[src/rtl/gray_pkg.sv]
// Shared Gray-code helpers and step-result encoding for the Gray decode stage.
package gray_pkg;

    // Widest word the generic helper below handles; narrower words are zero-extended.
    localparam int GRAY_MAX_W = 32;

    // Step direction encoding as reported on out_dir.
    localparam logic STEP_UP = 1'b1;
    localparam logic STEP_DN = 1'b0;

    // Gray-to-binary decode. Leading zeros decode to zeros, so a zero-extended
    // narrower word yields the correct zero-extended binary value.
    function automatic logic [GRAY_MAX_W-1:0] gray2bin(input logic [GRAY_MAX_W-1:0] g);
        logic [GRAY_MAX_W-1:0] b;
        b = '0;
        b[GRAY_MAX_W-1] = g[GRAY_MAX_W-1];
        for (int i = GRAY_MAX_W - 2; i >= 0; i--) begin
            b[i] = b[i+1] ^ g[i];
        end
        return b;
    endfunction

endpackage

[src/rtl/gray2bin_comb.sv]
// Combinational N-bit Gray-to-binary decoder.
// Each binary bit is the XOR of its Gray bit and every Gray bit above it,
// which is the unrolled form of the MSB-first ripple.
module gray2bin_comb #(
    parameter int N = 4
) (
    input  logic [N-1:0] gray,
    output logic [N-1:0] bin
);

    for (genvar i = 0; i < N; i++) begin : g_bit
        assign bin[i] = ^gray[N-1:i];
    end

endmodule

[src/rtl/gray_decode_stage.sv]
// Registered, handshaked Gray-to-binary decode stage with +/-1 step check
// and a saturating step-error tally.
module gray_decode_stage
    import gray_pkg::*;
#(
    parameter int N     = 4,
    parameter int CNT_W = 8
) (
    input  logic             clk,
    input  logic             rst,
    input  logic             in_valid,
    output logic             in_ready,
    input  logic [N-1:0]     in_gray,
    input  logic             clr_hist,
    output logic             out_valid,
    input  logic             out_ready,
    output logic [N-1:0]     out_bin,
    output logic             out_first,
    output logic             out_dir,
    output logic             out_step_err,
    output logic [CNT_W-1:0] err_count
);

    localparam logic [CNT_W-1:0] CNT_MAX = {CNT_W{1'b1}};

    logic [N-1:0] bin;
    logic [N-1:0] last;
    logic [N-1:0] last_inc;
    logic [N-1:0] last_dec;
    logic         hv;
    logic         accept;
    logic         xfer;
    logic         first_w;
    logic         up_w;
    logic         dn_w;
    logic         err_w;

    gray2bin_comb #(.N(N)) u_dec (
        .gray (in_gray),
        .bin  (bin)
    );

    assign in_ready = !out_valid || out_ready;
    assign accept   = in_valid && in_ready;
    assign xfer     = out_valid && out_ready;

    // Step classification of the incoming word against the previous accepted one.
    // A same-cycle clr_hist makes this word a fresh start.
    always_comb begin
        last_inc = last + N'(1);
        last_dec = last - N'(1);
        first_w  = !hv || clr_hist;
        up_w     = !first_w && (bin == last_inc);
        dn_w     = !first_w && (bin == last_dec);
        err_w    = !first_w && !up_w && !dn_w;
    end

    // Output register, history and error counter.
    always_ff @(posedge clk) begin
        if (rst) begin
            out_valid    <= 1'b0;
            out_bin      <= '0;
            out_first    <= 1'b0;
            out_dir      <= 1'b0;
            out_step_err <= 1'b0;
            err_count    <= '0;
            last         <= '0;
            hv           <= 1'b0;
        end else if (accept) begin
            out_valid    <= 1'b1;
            out_bin      <= bin;
            out_first    <= first_w;
            out_dir      <= up_w ? STEP_UP : STEP_DN;
            out_step_err <= err_w;
            last         <= bin;
            hv           <= 1'b1;
            if (err_w && (err_count != CNT_MAX)) begin
                err_count <= err_count + CNT_W'(1);
            end
        end else begin
            if (xfer) begin
                out_valid <= 1'b0;
            end
            if (clr_hist) begin
                hv <= 1'b0;
            end
        end
    end

endmodule
[config.mk]
export PLATFORM = sky130hd
export DESIGN_NAME = gray_decode_stage
export DESIGN_NICKNAME = d
export VERILOG_FILES = /design/src/rtl/gray_pkg.sv /design/src/rtl/gray2bin_comb.sv /design/src/rtl/gray_decode_stage.sv
export SDC_FILE = /design/constraint.sdc
export NUM_CORES = 1
export LEC_CHECK = 0
export ABC_AREA = 1
export CORE_MARGIN = 5
export CORE_UTILIZATION = 44
export CTS_CLUSTER_DIAMETER = 40
export DETAILED_ROUTE_END_ITERATION = 8
export HOLD_SLACK_MARGIN = 0.02
export PLACE_DENSITY = 0.75
export SYNTH_ARGS = -nofsm -noshare
export SYNTH_HDL_FRONTEND = slang
export SYNTH_SLANG_ARGS = --single-unit
[constraint.sdc]
create_clock -name clk -period 1.7 [get_ports clk]
set_clock_uncertainty 0.1 [all_clocks]
set_input_delay 0.34 -clock clk [delete_from_list [all_inputs] [get_ports clk]]
set_output_delay 0.34 -clock clk [all_outputs]
set_load 0.02 [all_outputs]
# Word level (Yosys, flattened, before mapping)
# Cells that the tools add are included.
# W data, S select, Z words.
# op_classes
add_sub_neg,3
eq_ne,3
mux,5
n_reduce_logical,20
# ops
operator,n
$add A8 B1 Y8 const B,1
$eq A4 B4 Y1,2
$ne A8 B8 Y1 const B,1
$logic_and A1 B1 Y1,7
$logic_not A1 Y1,5
$mux W1,5
$add A4 B1 Y4 const B,1
$reduce_bool A2 Y1,2
$reduce_xor A4 Y1,1
$sub A4 B1 Y4 const B,1
$reduce_xor A3 Y1,1
$logic_or A1 B1 Y1,2
$reduce_and A2 Y1,1
$reduce_xor A2 Y1,1
# totals
regBits,17
in_bits,9

# Logic depth before layout (Yosys ltp)
# Gate-level depths: netlist (run 1).
# depth
word_depth,9
ltp_mapped,13

# By module
# Synthesis (run 1) repeated with hierarchy kept, for this count alone.
# unflattened
cells_unflattened,164
area_unflattened_um2,1121.1
# by_module_without_submodules
mod,instances,cells_each,area_per_inst_um2,seq_area_each_um2
gray_decode_stage,1,143,1031.0,340.3
gray2bin_comb,1,21,90.1,0.0

# Worst setup path after synthesis (run 1)
# No wires, ideal clock.
# synth_path
path_kind,register to register
start,register last[0]
end,register err_count[0]
setup_time_ns,0.116
t_arrival_ns,1.600
t_required_ns,1.484
path_slack_ns,-0.116
path_stages_with_launch,13
n_path_buf,0
path_cell_list,dfxtp_1 > inv_1 > ha_1 > inv_1 > nand2_1 > nand2_1 > nand2_1 > nand2_1 > nor2_1 > nand3_2 > nand4_2 > o21ai_0 > nor2_1
# synth_between
elab_chain_cells,8
elab_cells_between_ends,12
# synth_rtl
item,line_no,rtl
start: declaration,gray_decode_stage.sv:27,logic [N-1:0] last;
start signal: assignment,gray_decode_stage.sv:75,last <= bin;
$add A4 B1 Y4,gray_decode_stage.sv:50,last_inc = last + N'(1);
$eq A4 B4 Y1,gray_decode_stage.sv:53,up_w = !first_w && (bin == last_inc);
$logic_and A1 B1 Y1,gray_decode_stage.sv:53,
$logic_not A1 Y1,gray_decode_stage.sv:55,err_w = !first_w && !up_w && !dn_w;
$logic_and A1 B1 Y1,gray_decode_stage.sv:55,
$logic_and A1 B1 Y1 (*),gray_decode_stage.sv:55,
$logic_and A1 B1 Y1 (*),gray_decode_stage.sv:77,if (err_w && (err_count != CNT_MAX)) begin
$reduce_and A2 Y1 (no source line) (*),--,
end signal: assignment,gray_decode_stage.sv:78,err_count <= err_count + CNT_W'(1);
end: declaration,gray_decode_stage.sv:21,output logic [CNT_W-1:0] err_count
# Mark *: on every way between the ends. The rest lies on a longest branch, timed or not.
# A chain may end at the register's enable or synchronous reset.

# Worst setup path after layout (run 1)
# layout_path
start,register last[0]
end,register err_count[5]
# The elaborated chain is that of the path after synthesis.

==> summary.txt, run 1 <==
Outcome
  • Status: complete, but fails checks
  • Failing checks: setup timing

Setup path
  • R2R depth: 10
  • FF-to-FF Start: last[0]
  • Critical-path top delay cell: dfxtp_4
  • CP startpoint kind: register
  • WP data required: around 1.8 ns
  • Worst setup EP type: register
  • Worst-path cell chain: buf_6 -> ha_4 -> xor2_1 -> nand2_1 -> nand2_2 -> nor2_4 -> nand3_4 -> nand4_4 -> nand2_1 -> a21oi_2
  • Worst flop-to-flop path endpoint: err_count[5]
  • Top Family by Delay on Critical Path: simple AND/OR/NAND/NOR gates
  • Kind of critical path: reg2reg
  • Max FO, Critical Path: 8
  • CP peak stage delay: 0.37 ns
  • Reg2reg setup slack: -0.08 ns
  • Critical path's most frequent cell: nand2_1
  • Data arrival time of the critical path: 1.92 ns
  • Worst path depth: 10
  • Worst path bufs/invs: 1

Timing
  • Actual slew at the worst max-slew pin: about 0.31 ns
  • Final Hold Viols: 0
  • Pins over their slew limit: 0
  • Max transition margin: 79.2%
  • Worst Slack Setup Final: -0.0759 ns
  • RSZ-0062 raised after global routing: yes
  • Final setup fails: 3
  • Final Cycle Share: 104%
  • Fmax: 0.563 GHz
  • Tmin final: about 1.8 ns

Hold path
  • HP Class: reg2reg
  • WHS Path Cells: 2
  • Worst Hold Endpoint: out_dir
  • Min-delay src: out_dir

Floorplan
  • Die area: about 3600 um2
  • Core outline area: 2430 um2
  • Initial Utilization: 45.1%
  • Top-level port count: 26
  • Die Width: between 50 and 60 um
  • Row cnt: 18
  • Die Y: approximately 60 um

Drt
  • Routed Antenna Nets: 0
  • Wire length per cell: approximately 13 um
  • WL final: between 3000 and 4000 um
  • Vias per std cell: 5.17
  • DRC viols: 0
  • Via count: roughly 1300
  • Detailed Routing Iterations Pass 1: 4
  • Iteration-0 DRC Markers: 36

Logic synthesis
  • Synth area leaders: dfxtp_1 31%, nand2_1 20%, nand3_1 7.3%
  • Syn Std Cell Area: 1100 um2
  • Post-synthesis sequential area ratio: 31.1%
  • Net count after synthesis: ~190
  • Synthesis Warnings: 0
  • FF+latch count, synth: 17
  • Post-synthesis mux area share: 0%
  • Largest area contributor in the netlist: dfxtp_1
  • Post-synthesis xor/xnor area fraction: 6.39%
  • Gate Count Post-Synth: about 170
  • Synth Area in Compound Gates: 10.7%
  • Post-synth top area share: 31.1%
  • Synth cell types: 21
  • Synth Area in Simple Gates: about 40%
  • Average cell area after synthesis: 6.34 um2
  • Largest family of logic cells by synthesized area: simple AND/OR/NAND/NOR gates
  • Adder-cell share of the synthesized area: 3.42%

Place
  • RD Place Congestion: 0.876
  • Buffers on Ports: 25
  • Placed insts: 237
  • Pre-CTS WS: -0.527 ns
  • Hpwl dp: between 2000 and 2500 um
  • Placed instance area: 1460 um2

Cells and area
  • N_diodes: 0
  • Sequential Area: 349 um2
  • Most frequent cells in the layout: 56 x nand2_1, 17 x dlygate4sd2_1, 16 x inv_1
  • P&R area growth vs syn: 50.2%
  • Ratio of cells with drive above 1 in the final layout: 28.1%
  • Post-Layout Cell Count: 247
  • Fillers: about 200
  • Area of the multi-input gates: just under 800 um2
  • Nets: 230
  • Commonest non-fill, non-tap cell in the layout: nand2_1
  • Finished Cell Area: 1650 um2

Clocking
  • Clk pin slew, worst setup/hold paths: about 0.11 ns
  • Number of CTS-inserted buffers: 3
  • CTS Hold Bufs: 0
  • CTS root buf: clkbuf_4
  • CTS max path bufs: 2
  • CTS Sinks: 17
  • CTS tree: built
  • H-tree depth: 1
  • Skew-Pair Late Insertion Delay: 0.31 ns

GRT
  • Number of global-route vias before repair: 1183
  • Initial antenna violation count: 0
  • Largest net degree at the start of global routing: 11
  • GRT Util Overall: 17.3%
  • GRT overflow: 0
  • Global-route wire length before repair: 4800 um

Run
  • Max cap viols: 0

Power
  • PD cells: 612 nW/um2
  • Lkg Pwr: 0.807 nW
  • Peak supply drop: 0.000440 V
-- cell type report --
| class | instances | share of cell area [%] |
|---|---|---|
| multi-input combinational | 132 | 48.3 |
| sequential | 17 | 21.2 |
| timing repair buffer | 40 | 21.0 |
| inverter | 24 | 5.62 |
| tap | 30 | 2.28 |
| clock buffer | 3 | 1.37 |
| clock inverter | 1 | 0.304 |
-- worst max path at each step --
| stage | end | start | slack (ns) |
|---|---|---|---|
| after floorplan | err_count[0] | last[0] | 0.004 |
| after global placement | err_count[0] | in_gray[3] | -0.49 |
| after detailed placement | err_count[1] | in_gray[2] | -0.53 |
| after CTS | err_count[1] | last[0] | -0.06 |
| after global routing | err_count[5] | last[0] | -0.13 |
| final | err_count[5] | last[0] | -0.08 |
-- metrics by stage --
step	hold WS [ns]	utilization [%]	power [mW]	setup TNS [ns]
finish	0.381	67.7	1.01	-0.0790
global route	0.410	67.7	1.05	-0.552
CTS	0.380	63.7	0.955	-0.192
detailed placement	0.360	59.9	0.713	-4.71
global placement	0.357	59.9	0.704	-4.31
floorplan	0.401	-	0.608	0
-- worst register-to-register path, stage by stage, from the launching register on --
cell     delay (ns)
dfxtp_4        0.37
buf_6          0.12
ha_4           0.16
xor2_1         0.13
nand2_1        0.07
nand2_2        0.07
nor2_4         0.13
nand3_4        0.12
nand4_4        0.14
nand2_1        0.12
a21oi_2        0.18
-- cell usage after synthesis --
library cell,n
nor2_2,1
a21oi_1,15
inv_2,3
ha_1,3
nand4_1,2
nand2_2,6
o21ai_0,6
nor3_1,1
dfxtp_1,17
xor2_1,5
nor2_4,1
nand2_1,59
clkbuf_1,1
inv_1,21
nand3_2,2
nand3_1,16
o211ai_1,1
nand4_2,1
xnor2_1,3
nor2_1,8
o21ai_1,1
-- per-layer routing --
metal / global-route usage [%] / vias to the layer above / part of all wire, %
met4: 3.80 / 0 / 2.4
met5: 0 / - / 0
met3: 3.67 / 9 / 4.0
li1: - / 645 / -
met1: 20.1 / 589 / 42
met2: 31.9 / 33 / 52
-- report_power, final --
group	internal, mW	switching, mW
sequential	0.415	0.0193
combinational	0.139	0.202
clock	0.0879	0.144
total	0.642	0.365
-- logic make-up (layout without fill, tap and decap cells) --
| group | after synthesis | count (layout) |
|---|---|---|
| fa+ha+maj | 3 | 3 |
| flops | 17 | 17 |
| compound gates | 23 | 23 |
| buf+inv | 25 | 68 |
| xor+xnor | 8 | 8 |
| simple gates | 97 | 98 |
-- registers in the layout, indices dropped and copies added, names as in the netlist --
name and flops:
out_valid 1, last 4, out_first 1, out_step_err 1, err_count 8, out_dir 1
hv 1
-- what timing repair did --
action | CTS | global route
buffers inserted | 2 | 3
setup endpoints to repair | 25 | 11
cloned | 1 | 0
pin swaps | 20 | 17
resized for setup | 36 | 26
Power figures use the tool's default switching activity.
==> inputs of run 2 (changes only) <==
- CAP_MARGIN: unset -> 10
==> results of run 2 <==
No change in the layout: final DEF, timing and power equal those of run 1.
==> inputs of run 3 (changes only) <==
- CORE_UTILIZATION: 44 -> 49
- PLACE_DENSITY: 0.75 -> 0.79
- clock period: 1.7 -> 2 ns (I/O delays scaled with it)
==> summary.txt, run 3 (synthesis results as in run 1) <==
Run
  • Max cap viols: 0 (unchanged)

Timing
  • Worst Slack Setup Final: 0.101 ns (+0.177 ns)
  • Pins over their slew limit: 0 (unchanged)
  • Final Cycle Share: ~95%
  • Max transition margin: 78.8% (-0.35 points)
  • Final setup fails: 0 (-3)
  • Fmax: 0.527 GHz
  • Tmin final: between 1.5 and 2 ns
  • Final Hold Viols: 0 (unchanged)
  • Actual slew at the worst max-slew pin: 0.315 ns (+0.00519 ns)
  • Fin Setup TNS: 0 ns (+0.0790 ns)
  • RSZ-0062 raised after global routing: no

Power
  • Tot Pwr: 0.781 mW (-22%)
  • Clock power share: 24.1% (+1.1 points)
  • Switching Fraction: 33.0% (-3.3 points)
  • Lkg Pwr: 0.687 nW (-15%)
  • Seq pwr share: 46.9% (+3.8 points)
  • Comb power frac: 29.0% (-4.9 points)
  • Switching pwr: 0.258 mW (-29%)
  • Peak supply drop: 0.000613 V (+39%)
  • Internal power: 0.523 mW (-19%)
  • PD cells: 534 nW/um2 (-13%)

Cells and area
  • Max reg flops: 8 (unchanged)
  • Commonest non-fill, non-tap cell in the layout: nand2_1
  • P&R area growth vs syn: 33.4%
  • Sequential Area: 342 um2 (-2.2%)
  • Post-Layout Cell Count: 236 (-4.5%)
  • Largest regs: err_count x8, last x4
  • Most frequent cells in the layout: 59 x nand2_1, 21 x inv_1, 21 x clkdlybuf4s50_1
  • Largest Register: err_count
  • Fillers: 195 (-2.0%)
  • N_diodes: 0 (unchanged)
  • Ratio of cells with drive above 1 in the final layout: 12.0% (-16 points)
  • Nets: 221 (-3.9%)
  • Area of the multi-input gates: 668 um2 (-16%)

Drt
  • Via count: 1195 (-6.3%)
  • Routed Antenna Nets: 0 (unchanged)
  • Vias per std cell: 5.06 (-2.0%)
  • Iteration-0 DRC Markers: 34 (-5.6%)
  • Detailed Routing Iterations Pass 1: 4 (unchanged)
  • DRC viols: 0 (unchanged)
  • WL final: 2650 um (-20%)
  • Wire length per cell: 11.2 um (-17%)

GRT
  • Met3 usage: 4.07% (+0.40 points)
  • Initial antenna violation count: 0 (unchanged)
  • Global-route wire length before repair: 4350 um (-9.2%)
  • Met2 Use GR: 28.4% (-3.6 points)
  • Largest net degree at the start of global routing: 11 (unchanged)
  • GRT Util Overall: 16.8% (-0.50 points)
  • Global routing usage on met1: 19.4% (-0.65 points)
  • Most Used Layer, Global Route: met2
  • GRT overflow: 0 (unchanged)
  • Number of global-route vias before repair: 1071 (-9.5%)

Clocking
  • CTS tree: built
  • CTS root buf: clkbuf_4
  • CTS Sinks: 17 (unchanged)
  • CTS Hold Bufs: 0 (unchanged)
  • Skew-Pair Late Insertion Delay: 0.30 ns (about the same)
  • Clk pin slew, worst setup/hold paths: 0.09 ns (-0.02 ns)
  • H-tree depth: 1 (unchanged)
  • CTS max path bufs: 2 (unchanged)
  • Number of CTS-inserted buffers: 3 (unchanged)
  • Setup bufs post-CTS: 0 (-2)

Floorplan
  • Core outline area: 2170 um2 (-11%)
  • Row cnt: 17 (-1)
  • Die Width: 57.3 um (-4.4%)
  • Initial Utilization: 50.5% (+5.5 points)
  • Die Y: 57.3 um (-4.4%)
  • Die area: 3280 um2 (-8.5%)
  • Top-level port count: 26 (unchanged)

Setup path
  • FF-to-FF Start: last[0]
  • Critical-path top delay cell: clkdlybuf4s50_1
  • Data arrival time of the critical path: 1.40 ns (-0.52 ns)
  • Worst path bufs/invs: 1 (unchanged)
  • Worst-path cell chain: clkdlybuf4s50_1
  • Crit path from: last[2]
  • Max FO, Critical Path: 6 (-2)
  • CP startpoint kind: register
  • Top Family by Delay on Critical Path: buffers and inverters
  • Kind of critical path: reg2out
  • CP peak stage delay: 0.65 ns (+0.28 ns)
  • Worst setup EP type: output pin
  • WP data required: 1.50 ns (-0.34 ns)

Outcome
  • Status: finished, final reports clean

Place
  • Pre-CTS WS: -0.274 ns (+0.253 ns)
  • Hpwl dp: 2070 um (-3.2%)
  • Placed insts: 231 (-2.5%)
  • RD Place Congestion: 0.906 (+3.5%)
  • Buffers on Ports: 25 (unchanged)

Hold path
  • Min-delay src: out_step_err
  • HP Class: reg2reg
run 3: cell types whose count changed in the layout (fill, tap and decap cells not counted), moves of 5 or more:
| cell | previous run | this run |
|---|---|---|
| a21oi_1 | 9 | 15 |
| buf_4 | 14 | 6 |
| dlygate4sd2_1 | 17 | 1 |
| a21oi_2 | 6 | 0 |
| clkdlybuf4s50_1 | 4 | 21 |
| inv_1 | 16 | 21 |
run 3: layout make-up:
class / instances / area share [%]
Timing Repair Buffer: 31 / 20.6
Inverter: 24 / 6.16
Clock buffer: 4 / 1.80
Sequential cell: 17 / 23.4
Multi-Input combinational cell: 132 / 45.7
Tap cell: 28 / 2.40
run 3: power groups by stage:
stage | Clock (mW) | Combinational [mW] | Sequential, mW
final | 0.188 | 0.226 | 0.366
after detailed placement | 0 | 0.225 | 0.374
after floorplan | 0 | 0.129 | 0.387
after CTS | 0.194 | 0.225 | 0.366
after global placement | 0 | 0.219 | 0.373
after global routing | 0.208 | 0.250 | 0.369
run 3: worst paths after layout:
path                  end  slack, ns  depth (start not counted)
max            out_bin[2]       0.10                          1
min          out_step_err       0.38                          2
max reg2reg  err_count[0]       0.17                         12
min reg2reg  out_step_err       0.38                          2
run 3: routing by layer:
layer	part of all wire (%)	up-vias	routed length [um]
met5	0	-	0
met2	51	25	1350
met1	43	540	1140
met4	2.0	0	52
met3	4.0	5	105
li1	-	625	-
run 3: timing repair:
action                     CTS  global route
pin swaps                    0             1
setup endpoints to repair    1             9
gates cloned                 0             1
gates resized for setup      1             4
run 3: through the flow:
step	area, um2	utilization (%)	hold slack (ns)
final	1460	67.4	0.384
after global routing	1460	67.4	0.412
after CTS	1450	66.7	0.389
after detailed placement	1420	65.6	0.375
after global placement	1420	65.6	0.359
after floorplan	1100	-	0.401
